$ cat src/rtl/pipe_pkg.sv
// Shared pipeline constants and types for the 5-stage core front end.
package pipe_pkg;

    localparam int          XLEN     = 32;
    localparam logic [31:0] RESET_PC = 32'h0000_0000;
    localparam logic [31:0] NOP_INSN = 32'h0000_0013;  // addi x0,x0,0

    localparam logic [6:0] OP_LOAD   = 7'b0000011;
    localparam logic [6:0] OP_BRANCH = 7'b1100011;
    localparam logic [6:0] OP_JAL    = 7'b1101111;
    localparam logic [6:0] OP_JALR   = 7'b1100111;

    // One prefetch queue slot: the fetch address and the word returned for it.
    typedef struct packed {
        logic [XLEN-1:0] pc;
        logic [XLEN-1:0] insn;
    } fetch_entry_t;

endpackage

$ cat src/rtl/fetch_fifo.sv
// Generic synchronous FIFO with flush; head entry is always visible on dout.
module fetch_fifo #(
    parameter  int WIDTH = 64,
    parameter  int DEPTH = 2,
    localparam int AW    = $clog2(DEPTH),
    localparam int CW    = AW + 1
) (
    input  logic             clk,
    input  logic             rst_n,
    input  logic             push,
    input  logic             pop,
    input  logic             flush,
    input  logic [WIDTH-1:0] din,
    output logic [WIDTH-1:0] dout,
    output logic [CW-1:0]    count
);

    logic [WIDTH-1:0] mem_q [DEPTH];
    logic [AW-1:0]    wptr_q, wptr_d;
    logic [AW-1:0]    rptr_q, rptr_d;
    logic [CW-1:0]    count_q, count_d;

    // Next pointer/occupancy: flush wins, otherwise push and pop act independently.
    always_comb begin
        // NOTE: every variable gets a default first so no path leaves it unassigned (no latch).
        wptr_d  = wptr_q;
        rptr_d  = rptr_q;
        count_d = count_q;
        if (flush) begin
            wptr_d  = '0;
            rptr_d  = '0;
            count_d = '0;
        end else begin
            if (push) wptr_d = wptr_q + AW'(1);
            if (pop)  rptr_d = rptr_q + AW'(1);
            count_d = count_q + CW'(push) - CW'(pop);
        end
    end

    // Pointer and occupancy registers.
    always_ff @(posedge clk or negedge rst_n) begin
        if (!rst_n) begin
            // NOTE: state registers use non-blocking assignments so all flops update together.
            wptr_q  <= '0;
            rptr_q  <= '0;
            count_q <= '0;
        end else begin
            wptr_q  <= wptr_d;
            rptr_q  <= rptr_d;
            count_q <= count_d;
        end
    end

    // Storage write port.
    // NOTE: the data array has no reset; occupancy alone decides which slots are meaningful.
    always_ff @(posedge clk) begin
        if (push && !flush) mem_q[wptr_q] <= din;
    end

    assign dout  = mem_q[rptr_q];
    assign count = count_q;

    // The owner must never push into a full queue unless it pops in the same cycle.
    a_no_overflow : assert property (@(posedge clk) disable iff (!rst_n)
        (push && !pop && !flush) |-> (count_q < CW'(DEPTH)));

endmodule

$ cat src/rtl/if_prefetch_queue.sv
// Instruction-fetch front end: fetch PC, I-cache request, prefetch queue and IF/ID register.
module if_prefetch_queue
    import pipe_pkg::XLEN;
    import pipe_pkg::fetch_entry_t;
#(
    parameter  logic [31:0] RESET_PC = pipe_pkg::RESET_PC,
    parameter  int          DEPTH    = 2,
    parameter  logic [31:0] NOP_INSN = pipe_pkg::NOP_INSN,
    localparam int          CW       = $clog2(DEPTH) + 1
) (
    input  logic            clk,
    input  logic            rst,
    output logic [XLEN-1:0] iaddr,
    output logic            ireq,
    input  logic            iready_n,
    input  logic [XLEN-1:0] idata,
    input  logic            branch_PC_contral,
    input  logic [XLEN-1:0] branch_target,
    input  logic            stall_ID,
    input  logic            nop_IF,
    output logic [XLEN-1:0] Instraction_pype,
    output logic [XLEN-1:0] PC_pype,
    output logic            inst_valid,
    output logic [CW-1:0]   q_count
);

    logic [XLEN-1:0] fpc_q,   fpc_d;
    logic [XLEN-1:0] insn_q,  insn_d;
    logic [XLEN-1:0] pc_q,    pc_d;
    logic            valid_q, valid_d;

    fetch_entry_t head;
    fetch_entry_t push_entry;
    logic         q_empty;
    logic         q_has_room;
    logic         pop;
    logic         accept;

    assign q_empty    = (q_count == '0);
    assign q_has_room = (q_count < CW'(DEPTH));

    // A redirect, a stall or a bubble all keep the head in the queue.
    assign pop    = !stall_ID && !branch_PC_contral && !nop_IF && !q_empty;
    // A full queue can still fetch when the head leaves in the same cycle.
    assign ireq   = rst && !branch_PC_contral && (q_has_room || pop);
    assign iaddr  = fpc_q;
    assign accept = ireq && !iready_n;

    assign push_entry = '{pc: fpc_q, insn: idata};

    fetch_fifo #(
        .WIDTH ($bits(fetch_entry_t)),
        .DEPTH (DEPTH)
    ) u_fifo (
        .clk   (clk),
        .rst_n (rst),
        .push  (accept),
        .pop   (pop),
        .flush (branch_PC_contral),
        .din   (push_entry),
        .dout  (head),
        .count (q_count)
    );

    // Next fetch PC: redirect to the word-aligned target, else advance on each accepted word.
    always_comb begin
        fpc_d = fpc_q;
        if (branch_PC_contral)  fpc_d = {branch_target[XLEN-1:2], 2'b00};
        else if (accept)        fpc_d = fpc_q + 32'd4;
    end

    // IF/ID next state in priority order: redirect, stall, bubble, queue head, idle bubble.
    always_comb begin
        insn_d  = insn_q;
        pc_d    = pc_q;
        valid_d = valid_q;
        if (branch_PC_contral) begin
            insn_d  = NOP_INSN;
            valid_d = 1'b0;
        end else if (stall_ID) begin
            // hold
        end else if (nop_IF || q_empty) begin
            insn_d  = NOP_INSN;
            valid_d = 1'b0;
        end else begin
            insn_d  = head.insn;
            pc_d    = head.pc;
            valid_d = 1'b1;
        end
    end

    // Fetch PC and IF/ID pipeline register.
    always_ff @(posedge clk or negedge rst) begin
        if (!rst) begin
            fpc_q   <= RESET_PC;
            insn_q  <= NOP_INSN;
            pc_q    <= '0;
            valid_q <= 1'b0;
        end else begin
            fpc_q   <= fpc_d;
            insn_q  <= insn_d;
            pc_q    <= pc_d;
            valid_q <= valid_d;
        end
    end

    assign Instraction_pype = insn_q;
    assign PC_pype          = pc_q;
    assign inst_valid       = valid_q;

endmodule
$ cat config.mk
export PLATFORM = sky130hd
export DESIGN_NAME = if_prefetch_queue
export DESIGN_NICKNAME = d
export VERILOG_FILES = /design/src/rtl/pipe_pkg.sv /design/src/rtl/fetch_fifo.sv /design/src/rtl/if_prefetch_queue.sv
export SDC_FILE = /design/constraint.sdc
export NUM_CORES = 1
export LEC_CHECK = 0
export CAP_MARGIN = 20
export CELL_PAD_IN_SITES_DETAIL_PLACEMENT = 0
export CELL_PAD_IN_SITES_GLOBAL_PLACEMENT = 1
export CORE_MARGIN = 2
export CORE_UTILIZATION = 29
export DETAILED_ROUTE_END_ITERATION = 8
export GPL_ROUTABILITY_DRIVEN = 0
export GPL_TIMING_DRIVEN = 0
export PLACE_DENSITY_LB_ADDON = 0.1
export SKIP_CTS_REPAIR_TIMING = 1
export SLEW_MARGIN = 10
export SYNTH_ARGS = -nofsm -noshare
export SYNTH_HDL_FRONTEND = slang
export SYNTH_SLANG_ARGS = --single-unit
$ cat constraint.sdc
create_clock -name clk -period 8.9 [get_ports clk]
set_input_delay 1.78 -clock clk [delete_from_list [all_inputs] [get_ports clk]]
set_output_delay 1.78 -clock clk [all_outputs]
set_load 0.02 [all_outputs]
==> summary.txt, run 1 <==
Worst setup path
  • CP endpoint kind: primary output
  • WS Path Type: input pin to primary output
  • Worst EP arrival: 4290 ps
  • CP startpoint kind: input pin
  • Worst path required time: around 7000 ps
  • Worst-path maximum fanout: 10

Clocking
  • TritonCTS sink count: 221
  • Clk_lat worst skew: between 500 and 600 ps
  • Root buf cell: clkbuf_16
  • Bufs on Longest Clock Path: 3
  • H-tree Lvls: 1
  • Clk slew on worst S/H paths: 60 ps
  • CTS Buf Count: 25
  • CTS tree: done

Layout
  • Fill count: 2887
  • Diode count: 0
  • Finished Layout Cells: 1248
  • Area grow syn2layout: 35.5%
  • Share of cells above drive strength 1: 7.69%
  • Fin nets: 912

Drt
  • DRT Wirelength: 23700 microns
  • Wirelength per Cell: 19.0 microns
  • Mean number of vias per cell: 4.67
  • Final ANT Viol Nets: 0
  • Routed via count: 5828
  • Initial detailed-routing violation count: 322
  • DRT Pass-1 Iters: 5
  • # DRC: 0

Timing
  • Final clock period utilization by the worst path: 68.2%
  • Final hold vios: 0
  • Max frequency: 165 MHz
  • RSZ-0062 raised after global routing: false
  • Period minus WS final: 6070 ps
  • Final Setup Violations: 0
  • Fin. max-slew vios: 0
  • Slew HR: 36.1%
  • Clk_skew: about 14 ps
  • Slew @ Worst Pin: 949 ps

Synth
  • Synthesized instance count: 641
  • Avg Inst Size Synth: 13.5 sq um
  • Ys async rst share: 43.9%
  • Post-synth EDFFs: ~120
  • Flops & latches, synth: about 220
  • Most used flip-flop cell after synthesis: edfxtp_1
  • Number of synthesis warnings: 0
  • Distinct cells, synth: between 50 and 60
  • Mapped cell area: slightly below 9000 sq um
  • Post-synthesis sequential area ratio: 71.0%

Floorplan
  • Die Width: 177 microns
  • Core Area: ~30000 sq um
  • Die Footprint: 31300 sq um
  • Rows: 63
  • Initial Utilization: between 20% and 30%
  • Die Ht: 177 microns
  • Ports: 170

Power and ir drop
  • Worst VDD drop: 0.0973 mV
  • Pwr Total: ~2700 uW
  • Leakage: 0.00425 uW
  • Pwr dens: about 230 nW/um^2

Place
  • IO Port Bufs: 163
  • Post-DP HPWL: 16100 microns
  • # placed instances: 1202

Global route
  • Largest net degree at the start of global routing: between 60 and 70
  • Initial antenna violation count: 0
  • Total global-route track usage: 15.3%
  • First-pass GRT wire length: 36500 microns
  • Total gr overflow: 0
  • Vias in the first global route: 5991

Worst hold path
  • Hold Path Class: flop to flop

Job
  • Max_cap viols: 0

Run status
  • Status: finished clean
==> layout by cell type, fill, tap and decap left out, types with 17 or more instances in the layout <==
cell type / instances
mux2i_1: 67
edfxtp_1: 124
clkbuf_16: 25
nand2_1: 65
a21oi_1: 38
nand3_1: 17
o21ai_0: 47
dfrtp_1: 94
clkbuf_1: 20
clkdlybuf4s50_1: 162
nor2_1: 56
==> routing by layer <==
metal,up-vias,track usage [%],wire length (microns)
met2,187,25.2,11200
li1,2745,-,-
met3,33,2.45,1210
met1,2863,21.2,10800
met4,0,3.41,471
met5,-,0,0
==> flip-flops by register name, indices dropped and copies added, names as in the netlist <==
name and flops:
Instraction_pype 32, u_fifo.rptr_q 1, PC_pype 30, inst_valid 1, u_fifo.count 2, u_fifo.wptr_q 1, u_fifo.mem_q 124, iaddr 30
==> final cells by class <==
cell class / instances / area, sq um / share of cell area (%)
buffer: 34 / 163 / 1.38
timing repair buffer: 168 / 1760 / 15.0
multi-input combinational: 379 / 2340 / 19.9
clock inverter: 13 / 106 / 0.906
clock buffer: 33 / 696 / 5.92
tap: 390 / 488 / 4.15
inverter: 10 / 38.8 / 0.330
sequential: 221 / 6150 / 52.4
==> worst paths after layout <==
check	from	endpoint	slack (ps)	cells after the start
max in group asynchronous	rst	iaddr[13]$_DFFE_PN0P_	7060	2
setup reg to reg	u_fifo.count[1]$_DFF_PN0_	u_fifo.mem_q[1][20]$_DFFE_PP_	6150	8
setup / recovery	branch_PC_contral	ireq	2830	5
hold / removal	inst_valid$_DFFE_PN0P_	inst_valid$_DFFE_PN0P_	470	2
min in group asynchronous	rst	Instraction_pype[31]$_DFFE_PN0P_	1160	1
hold reg to reg	inst_valid$_DFFE_PN0P_	inst_valid$_DFFE_PN0P_	470	2
==> cells in the mapped netlist, types with 2 or more instances <==
cell	count	area, sq um
nor4_1	4	25.0
inv_1	7	26.3
clkbuf_1	16	60.1
edfxtp_1	124	3720
o311ai_0	7	61.3
mux2i_1	67	671
nor2_1	57	214
o211ai_1	6	45.0
nand2_1	65	244
buf_1	10	37.5
nor2b_1	2	12.5
dfstp_2	3	78.8
nand3_1	17	85.1
dfrtp_1	94	2350
a221o_1	6	60.1
nor3_1	5	25.0
a21oi_1	38	190
or3_1	2	12.5
nand2b_1	3	18.8
a31o_2	3	26.3
nor3b_1	2	15.0
o21ai_0	47	235
ha_1	3	37.5
nand4_1	10	62.6
a32oi_1	3	26.3
buf_4	6	45.0
a21o_1	2	15.0
and3_1	4	25.0
xnor2_1	3	26.3
and2_1	4	25.0
==> worst max-delay path: stages <==
cell and delay [ps]:
clkdlybuf4s50_1 690, clkbuf_1 450, clkbuf_1 600, nor3b_1 180, clkdlybuf4s50_1 580
==> logic make-up (layout without fill, tap and decap cells) <==
logic type	count (synthesis)	in the layout	share of synthesized area, %
flip-flops	221	221	71.0
buffers and inverters	44	258	2.32
other	1	4	0.0432
multiplexers	68	68	7.86
adder cells (fa/ha/maj)	3	3	0.433
AND/OR/NAND/NOR	183	183	9.87
AO/OA/AOI/OAI	117	117	8.08
XOR/XNOR	4	4	0.404
==> through the flow <==
stage	util, %	setup slack, ps	instance area, sq um	hold WS, ps	setup TNS, ps
after CTS	39.7	2780	11700	479	0
after global routing	39.7	2670	11700	508	0
final	39.7	2830	11700	473	0
after floorplan	-	3050	8680	505	0
after detailed placement	37.0	2770	10900	464	0
after global placement	36.5	-3700	10800	458	-327430
==> power by group <==
part	internal (uW)	switching, uW
registers	1180	74.5
logic	227	246
clock network	582	416
total	1990	736
Note: power is estimated with default switching activity, not from simulation.
==> run 2, diff against run 1 <==
==> constraint.sdc (replaced) <==
create_clock -name clk -period 5.3 [get_ports clk]
set_input_delay 1.06 -clock clk [delete_from_list [all_inputs] [get_ports clk]]
set_output_delay 1.06 -clock clk [all_outputs]
set_load 0.02 [all_outputs]
==> results of run 2 <==
The final DEF is identical to that of run 1. Status: finished clean.
Among the figures that moved: setup slack after placement 2770 ps -> 606 ps; setup slack after layout 2830 ps -> 667 ps; hold slack 473 ps -> 436 ps; register-to-register setup slack 6150 ps -> 2550 ps; total power 2730 uW -> 4580 uW; worst IR drop on VDD 0.0973 mV -> 0.163 mV
==> run 3, diff against run 2 <==
--- a/config.mk
+++ b/config.mk
@@ -8,11 +8,11 @@
 export CAP_MARGIN = 20
 export CELL_PAD_IN_SITES_DETAIL_PLACEMENT = 0
 export CELL_PAD_IN_SITES_GLOBAL_PLACEMENT = 1
-export CORE_MARGIN = 2
+export CORE_MARGIN = 5
 export CORE_UTILIZATION = 29
 export DETAILED_ROUTE_END_ITERATION = 8
 export GPL_ROUTABILITY_DRIVEN = 0
-export GPL_TIMING_DRIVEN = 0
+export GPL_TIMING_DRIVEN = 1
 export PLACE_DENSITY_LB_ADDON = 0.1
 export SKIP_CTS_REPAIR_TIMING = 1
 export SLEW_MARGIN = 10
==> run 3 against run 2 <==
  * Critical path depth down 1
  * Non-clock buffer count down 29
  * Hold slack better by 40 ps
  * Utilization down 0.57 points
  * Global-route usage down 1.8 points
  * Clock power about the same
  * Clock-buffer cell count up 9
  * Combinational power down 2.8%
  * Die area up 6.9%
  * Critical endpoint unchanged
==> summary.txt, run 3 (synthesis gave the netlist of run 1 again) <==
Run status
  • Status: finished clean

Worst setup path
  • Worst-path maximum fanout: 4 (-6)
  • Worst path slowest cell: clkdlybuf4s50_1
  • WS Path Type: input pin to primary output
  • CP endpoint kind: primary output
  • Most used cell along the critical path: clkdlybuf4s50_1
  • R2R cell count: 9 (+1)
  • CP startpoint kind: input pin
  • Worst reg2reg startpoint: u_fifo.count[1]$_DFF_PN0_
  • Register-to-Register Setup Slack: 2560 ps
  • Critical Path, Cell by Cell: clkdlybuf4s50_1 > o21a_1 > nor3b_1 > clkdlybuf4s50_1
  • Worst path required time: 4240 ps
  • CP startpoint: stall_ID
  • Max incr delay on CP: 670 ps (-20 ps)
  • Worst EP arrival: 2720 ps

Drt
  • # DRC: 0 (unchanged)
  • Mean number of vias per cell: 4.66 (-0.16%)
  • DRT Pass-1 Iters: 4 (-1)
  • Final ANT Viol Nets: 0 (unchanged)
  • Routed via count: 5693 (-2.3%)
  • DRT Wirelength: 22900 microns (-3.2%)
  • Initial detailed-routing violation count: 249 (-23%)
  • Wirelength per Cell: 18.7 microns (-1.1%)

Power and ir drop
  • Pwr dens: a little under 400 nW/um^2
  • Leakage: 0.00418 uW (-1.6%)
  • Pwr Total: 4580 uW
  • Worst VDD drop: 0.224 mV

Floorplan
  • Die Footprint: 33500 sq um (+6.9%)
  • Rows: 63 (unchanged)
  • Die Width: 183 microns (+3.4%)
  • Initial Utilization: 29.3% (unchanged)
  • Die Ht: 183 microns (+3.4%)
  • Core Area: 29600 sq um (unchanged)
  • Ports: 170 (unchanged)

Timing
  • Final hold vios: 0 (unchanged)
  • Clk_skew: 20.8 ps (+7.13 ps)
  • Slew @ Worst Pin: 1030 ps (+77.1 ps)
  • Period minus WS final: 3780 ps
  • Max frequency: 265 MHz
  • Slew HR: 31.6% (-4.6 points)
  • Final TNS setup: 0 ps (unchanged)
  • Final Setup Violations: 0 (unchanged)
  • Final clock period utilization by the worst path: between 70% and 80%
  • Worst setup margin: 1520 ps
  • Fin. max-slew vios: 0 (unchanged)
  • RSZ-0062 raised after global routing: false

Worst hold path
  • Hold Path Class: flop to flop
  • Hold path startpoint: Instraction_pype[16]$_DFFE_PN0P_
  • Worst hold stages: 2

Place
  • Worst slack at placement: roughly 1400 ps
  • Post-DP HPWL: 14500 microns (-10%)
  • Placement-stage cell area: 10800 sq um (-1.7%)
  • IO Port Bufs: 163 (unchanged)

Global route
  • Vias in the first global route: 6039 (+0.80%)
  • First-pass GRT wire length: 35600 microns (-2.4%)
  • Largest net degree at the start of global routing: 64 (-1.5%)
  • Total global-route track usage: 13.5% (-1.8 points)
  • Total gr overflow: 0 (unchanged)
  • Initial antenna violation count: 2 (+2)

Clocking
  • Clk slew on worst S/H paths: 50 ps (about the same)
  • CTS tree: done
  • TritonCTS sink count: 221 (unchanged)
  • H-tree Lvls: 1 (unchanged)
  • Bufs on Longest Clock Path: 3 (unchanged)
  • CTS Buf Count: 26 (+4.0%)
  • Clk_lat worst skew: 520 ps (-20 ps)
  • Root buf cell: clkbuf_16

Layout
  • Largest Register: u_fifo.mem_q
  • Share of cells above drive strength 1: 7.46% (-0.23 points)
  • Multi-input combinational cell area: 2340 sq um (+0.11%)
  • Area grow syn2layout: 33.5%
  • Most frequent cells in the layout: clkdlybuf4s50_1, edfxtp_1, dfrtp_1, mux2i_1, nand2_1
  • Storage cell area: 6160 sq um (about the same)
  • Largest register FFs: 124 (unchanged)
  • Design area: 11600 sq um (-1.4%)
  • Fin nets: 884 (-3.1%)
  • Final Util: 39.2% (-0.57 points)
  • Diode count: 0 (unchanged)
  • Fill count: 2881 (-0.21%)
  • Most common cell after layout, fill and taps aside: clkdlybuf4s50_1

Job
  • Max_cap viols: 0 (unchanged)
==> run 3: worst paths after layout <==
path,end
worst max-delay path,ireq
worst min-delay path,Instraction_pype[16]$_DFFE_PN0P_
worst max register to register,iaddr[29]$_DFFE_PN0P_
worst min register to register,Instraction_pype[16]$_DFFE_PN0P_
max in group asynchronous,u_fifo.rptr_q$_DFFE_PN0P_
min in group asynchronous,Instraction_pype[31]$_DFFE_PN0P_
==> run 3: per-stage QoR <==
step | hold slack (ps) | instances
2_1_floorplan | 505 | 644
3_3_place_gp | 461 | 1172
3_5_place_dp | 470 | 1173
6_report | 477 | 1221
4_1_cts | 482 | 1221
5_1_grt | 504 | 1221
==> run 3: worst max-delay path: cells and delay by family <==
family                 cells  cell delay, ps
buffers and inverters      2            1130
AND/OR/NAND/NOR            1             310
AO/OA/AOI/OAI              1             210
==> run 3: per-layer routing <==
metal	track usage, %	up-vias	share of wire, %
met5	0	-	0.10
met4	2.53	4	1.2
met3	3.55	26	6.2
met2	22.2	149	47
met1	18.2	2812	45
li1	-	2702	-
==> run 3: where the power goes <==
| part | switching (uW) | leakage, uW | internal (uW) |
|---|---|---|---|
| clock network | 658 | 0.000399 | 1040 |
| registers | 127 | 0.00235 | 1990 |
| logic | 401 | 0.00143 | 372 |
| total | 1190 | 0.00418 | 3400 |
==> run 3: layout make-up <==
class | instances | area share, %
clock buffers | 42 | 6.67
repair buffers | 173 | 15.0
well taps | 390 | 4.21
inverters | 10 | 0.335
flip-flops and latches | 221 | 53.2
clock inverters | 6 | 0.432
multi-input cells | 379 | 20.2
